<file path="config.mk">
export PLATFORM = sky130hd
export DESIGN_NAME = pipeline_hazard_ctrl
export DESIGN_NICKNAME = d
export VERILOG_FILES = /design/src/rtl/pipeline_hazard_ctrl.sv
export SDC_FILE = /design/constraint.sdc
export NUM_CORES = 1
export LEC_CHECK = 0
export ABC_AREA = 1
export BUFFER_PORTS_ARGS = -buffer_cell sky130_fd_sc_hd__buf_2
export CORE_MARGIN = 5
export CORE_UTILIZATION = 30
export DETAILED_ROUTE_END_ITERATION = 8
export MAX_ROUTING_LAYER = met4
export PLACE_DENSITY = 0.52
export SLEW_MARGIN = 10
export SYNTH_ARGS = -nofsm -noshare
export SYNTH_HDL_FRONTEND = slang
export SYNTH_SLANG_ARGS = --single-unit
</file>
<file path="constraint.sdc">
create_clock -name clk_i -period 2 [get_ports clk_i]
set_input_delay 0.4 -clock clk_i [delete_from_list [all_inputs] [get_ports clk_i]]
set_output_delay 0.4 -clock clk_i [all_outputs]
set_load 0.05 [all_outputs]
</file>
<file path="src/rtl/pipeline_hazard_ctrl.sv">
// Hazard and stall sequencer for the 5-stage MIPS pipeline: load-use bubbles, branch flushes
// and whole-pipeline freeze during multi-cycle data-memory accesses. Optional timeout abort: PIPE_MEM_TIMEOUT_EN.
module pipeline_hazard_ctrl #(
    parameter int REG_AW      = 5,
    parameter int CNT_W       = 16,
    parameter int TIMEOUT_CYC = 64
) (
    input  logic              clk_i,
    input  logic              rst_i,
    input  logic              IDEX_MemRead_i,
    input  logic [REG_AW-1:0] IDEX_Rt_i,
    input  logic [REG_AW-1:0] IFID_Rs_i,
    input  logic [REG_AW-1:0] IFID_Rt_i,
    input  logic              Branch_taken_i,
    input  logic              EXMEM_MemRead_i,
    input  logic              EXMEM_MemWrite_i,
    input  logic              mem_ack_i,
    output logic              mem_req_o,
    output logic              PC_Write_o,
    output logic              IFID_Write_o,
    output logic              IFID_Flush_o,
    output logic              IDEX_Bubble_o,
    output logic              Freeze_o,
    output logic [CNT_W-1:0]  stall_cnt_o,
    output logic              mem_err_o
);

    if (TIMEOUT_CYC < 1) begin : g_bad_timeout
        $error("TIMEOUT_CYC must be at least 1");
    end
    if (CNT_W < 1) begin : g_bad_cnt
        $error("CNT_W must be at least 1");
    end

    typedef enum logic [1:0] {
        RUN      = 2'd0,
        MEM_WAIT = 2'd1,
        MEM_DONE = 2'd2
    } state_t;

    localparam logic [CNT_W-1:0] CNT_ONE = CNT_W'(1);
    localparam logic [CNT_W-1:0] CNT_MAX = {CNT_W{1'b1}};

    state_t           state;
    state_t           state_next;
    logic             mem_acc;
    logic             load_use;
    logic             freeze;
    logic             stall;
    logic             timeout;
    logic [CNT_W-1:0] stall_cnt;

    function automatic logic [CNT_W-1:0] sat_inc(input logic [CNT_W-1:0] v);
        sat_inc = (v == CNT_MAX) ? v : v + CNT_ONE;
    endfunction

    assign mem_acc  = EXMEM_MemRead_i | EXMEM_MemWrite_i;
    // A load into $0 never produces a value, so it can never be a hazard.
    assign load_use = IDEX_MemRead_i & (IDEX_Rt_i != '0) &
                      ((IDEX_Rt_i == IFID_Rs_i) | (IDEX_Rt_i == IFID_Rt_i));

    always_comb begin
        state_next    = state;
        freeze        = 1'b0;
        mem_req_o     = 1'b0;
        PC_Write_o    = 1'b0;
        IFID_Write_o  = 1'b0;
        IFID_Flush_o  = 1'b0;
        IDEX_Bubble_o = 1'b0;

        case (state)
            RUN: begin
                if (mem_acc) begin
                    freeze     = 1'b1;
                    state_next = MEM_WAIT;
                end
            end
            MEM_WAIT: begin
                freeze    = 1'b1;
                mem_req_o = 1'b1;
                if (mem_ack_i || timeout) begin
                    state_next = MEM_DONE;
                end
            end
            // The pipeline advances once here so the served access is not seen again.
            MEM_DONE: state_next = RUN;
            default:  state_next = RUN;
        endcase

        if (!rst_i) begin
            freeze    = 1'b0;
            mem_req_o = 1'b0;
        end else if (!freeze) begin
            if (load_use) begin
                IDEX_Bubble_o = 1'b1;
            end else begin
                PC_Write_o   = 1'b1;
                IFID_Write_o = 1'b1;
                IFID_Flush_o = Branch_taken_i;
            end
        end
    end

    assign Freeze_o    = freeze;
    assign stall       = freeze | load_use;
    assign stall_cnt_o = stall_cnt;

    always_ff @(posedge clk_i or negedge rst_i) begin
        if (!rst_i) begin
            state     <= RUN;
            stall_cnt <= '0;
        end else begin
            state <= state_next;
            if (stall) begin
                stall_cnt <= sat_inc(stall_cnt);
            end
        end
    end

`ifdef PIPE_MEM_TIMEOUT_EN
    localparam int TO_W = $clog2(TIMEOUT_CYC + 1);
    localparam logic [TO_W-1:0] TO_LAST = TO_W'(TIMEOUT_CYC - 1);
    localparam logic [TO_W-1:0] TO_ONE  = TO_W'(1);

    logic [TO_W-1:0] to_cnt;
    logic            err;

    // An ack arriving on the final allowed cycle wins over the timeout.
    assign timeout = (state == MEM_WAIT) && !mem_ack_i && (to_cnt == TO_LAST);

    always_ff @(posedge clk_i or negedge rst_i) begin
        if (!rst_i) begin
            to_cnt <= '0;
            err    <= 1'b0;
        end else begin
            if (state == MEM_WAIT) begin
                to_cnt <= to_cnt + TO_ONE;
            end else begin
                to_cnt <= '0;
            end
            if (timeout) begin
                err <= 1'b1;
            end
        end
    end

    assign mem_err_o = err;
`else
    assign timeout   = 1'b0;
    assign mem_err_o = 1'b0;
`endif

endmodule

</file>
==> flow_metrics.env <==
export IMPL_drive_gt1_share_pct=26.61
export IMPL_power_frac_comb_pct=47.5
export IMPL_grt_pass1_vias=1281
export IMPL_slew_violations=0
export IMPL_syn2layout_area_growth_pct=26.50
export IMPL_cts_tree="built"
export IMPL_leakage_uw=0.0009811
export IMPL_insertion_delay_ns=0.25
export IMPL_outcome="finished clean"
export IMPL_die_y_um=76.62
export IMPL_drt_pre_antenna_iters=4
export IMPL_async_flop_share_pct=100.0
export IMPL_antenna_cells=0
export IMPL_antenna_left=0
export IMPL_synth_fa_ha_area_share_pct=0.9398
export IMPL_die_w_um=76.62
export IMPL_synth_top_family_by_area="simple AND/OR/NAND/NOR gates"
export IMPL_wirelength_um=3253
export IMPL_synth_compound_area_share_pct=2.350
export IMPL_reg2reg_depth=9
export IMPL_grt_ovfl_total=0
export IMPL_intPower_uw=765.4
export IMPL_cts_made_buffers=3
export IMPL_synth_top_area_share_pct=33.83
export IMPL_fmax_ghz=0.5423
export IMPL_ctsRootBufferMaster="clkbuf_8"
export IMPL_fin_crit_sh_pct=92.19
export IMPL_synth_commonest_cells="75 x nand2_1, 26 x inv_1, 23 x nand3_1"
export IMPL_p_seq_share_pct=34.7
export IMPL_synthTopCellsByArea="dfrtp_1 34%, nand2_1 21%, nand3_1 8.6%"
export IMPL_die_area_um2=5870
export IMPL_path_clk_slew_ns=0.07
export IMPL_grt_setup_unrepaired="false"
export IMPL_synth_ff_type="dfrtp_1"
export IMPL_drc=0
export IMPL_avgSynthCellArea_um2=6.623
export IMPL_nets=273
export IMPL_track_usage_pct=11.75
export IMPL_rows=24
export IMPL_synth_xor_area_share_pct=8.553
export IMPL_num_fill_cells=476
export IMPL_powerDensity_nw_per_um2=858.2
export IMPL_grt_max_degree=19
export IMPL_ys_seq_elements=18
export IMPL_antenna_found_initial=0
export IMPL_grt_first_pass_wirelength_um=5644
export IMPL_yosys_area_top_type="dfrtp_1"
export IMPL_fp_coreArea_um2=4324
export IMPL_start_util_pct=30.79
export IMPL_cap_violations=0
export IMPL_p_sw_uw=679.9
export IMPL_numClockSinks=18
export IMPL_via_count=1312
export IMPL_tns_ns=0
export IMPL_worstPathMaxFanout=3
export IMPL_regToRegSetupSlack_ns=0.30
export IMPL_htreeDepth=1
export IMPL_avgViaCountPerCell=4.373
export IMPL_synth_simple_gate_area_share_pct=43.33
export IMPL_worstReg2RegStart="stall_cnt_o[1]"
export IMPL_timing_hold_ws_ns=0.1368
export IMPL_cts_path_max_buffers=2
export IMPL_synthCells=201
export IMPL_hpwl_um=2634
export IMPL_power_frac_clock_pct=17.8
export IMPL_synth_edff_count=0
export IMPL_r2r_end="stall_cnt_o[5]"
export IMPL_hold_viol=0
export IMPL_finClkSkew_ns=0.004929
export IMPL_place_congestion=0.8046
export IMPL_ioPinCount=45
export IMPL_yosysSeqAreaShare_pct=33.83
export IMPL_holdCritPathClass="primary input to asynchronous set/reset pin"
export IMPL_criticalPathCategory="flop to primary output"
export IMPL_utilization_pct=38.95
export IMPL_ir_drop_mv=0.7531
export IMPL_yosys_warnings=0
export IMPL_cp_required_ns=1.60
export IMPL_synth_fp_nets=224
export IMPL_post_cts_buffers=0
export IMPL_netSwitchingFraction_pct=47.04
export IMPL_synth_area_um2=1331
export IMPL_cp_data_arrival_time_ns=1.44
export IMPL_synth_most_common_cell="nand2_1"
export IMPL_yosysUniqueCellTypes=26
export IMPL_drt_iter0_drc=51
export IMPL_min_period_ns=1.844
export IMPL_finalSetupViolations=0
export IMPL_worst_setup_path_end_kind="primary output"
export IMPL_port_buffers=43
export IMPL_muxShareOfSynthArea_pct=0
export IMPL_startpoint_type="flop"
export IMPL_wl_per_cell_um=10.84
-- how the worst max path moves through the flow --
stage	startpoint	to	slack, ns	cells after the start
after floorplan	state[1]	stall_cnt_o[11]	0.002	11
after global placement	IDEX_Rt_i[3]	IFID_Flush_o	0.10	8
after detailed placement	IDEX_Rt_i[2]	IFID_Flush_o	0.09	8
after CTS	state[0]	IFID_Flush_o	0.07	7
after global routing	state[1]	IFID_Flush_o	0.007	8
final	state[1]	IFID_Flush_o	0.16	8
-- metal layers --
layer / global-route usage, % / wire length (µm)
met5: - / 0
met1: 14.92 / 1587
met3: 3.664 / 192
met4: 2.098 / 24
met2: 18.58 / 1448
-- placed cells by master (no fill, tap or decap), types with 2 or more instances in the layout --
cell and instances:
buf_4 8, nand3_1 23, nor2_4 2, xor2_1 6, clkbuf_8 3, inv_1 26
buf_2 42, nor2_1 18, nor3_1 2, dfrtp_1 16, xnor2_1 7, nand2_2 3
o21ai_0 2, nand4_1 2, nand2_1 74, o21ai_1 2, dfrtp_2 2
-- registers in the layout, indices dropped and copies added, names as in the netlist --
name / count
stall_cnt_o: 16
state: 2
-- critical path, cell delays in order, from the launching register on --
cell	delay, ns
dfrtp_1	0.32
inv_1	0.06
o21ai_1	0.11
nand2_1	0.07
inv_1	0.08
nand2_1	0.10
a21oi_4	0.13
and2_2	0.15
buf_4	0.18
-- cell families after synthesis --
family          after synthesis
compound gates                6
simple gates                129
buf+inv                      33
xor+xnor                     13
flops                        18
other cells                   1
fa+ha+maj                     1
-- repair_timing --
item	4_1_cts	5_1_grt
endpoints found under the setup margin	0	1
resized for setup	0	3
hold buffers	0	0
-- power groups by stage --
stage / combinational, µW / clock, µW / sequential [µW]
detailed placement: 692 / 0 / 507
global placement: 683 / 0 / 510
finish: 686 / 257 / 502
floorplan: 336 / 0 / 678
CTS: 695 / 272 / 501
global route: 752 / 287 / 515
-- metrics by stage --
stage,instances,total power [µW],worst slack [ns],instance area [µm²]
after floorplan,201,1014,0.002361,1346
after global placement,297,1193,0.1035,1638
after detailed placement,297,1199,0.08826,1638
after CTS,300,1468,0.06802,1679
after global routing,300,1554,0.006829,1684
final,300,1445,0.1561,1684
-- cell type report --
cell class	count	area (µm²)	area share [%]
tap	52	65.06	3.863
multi-input combinational	150	753.2	44.72
sequential	18	452.9	26.89
clock buffer	3	41.29	2.452
timing repair buffer	50	270.3	16.05
inverter	27	101.3	6.018
Power figures use the tool's default switching activity.
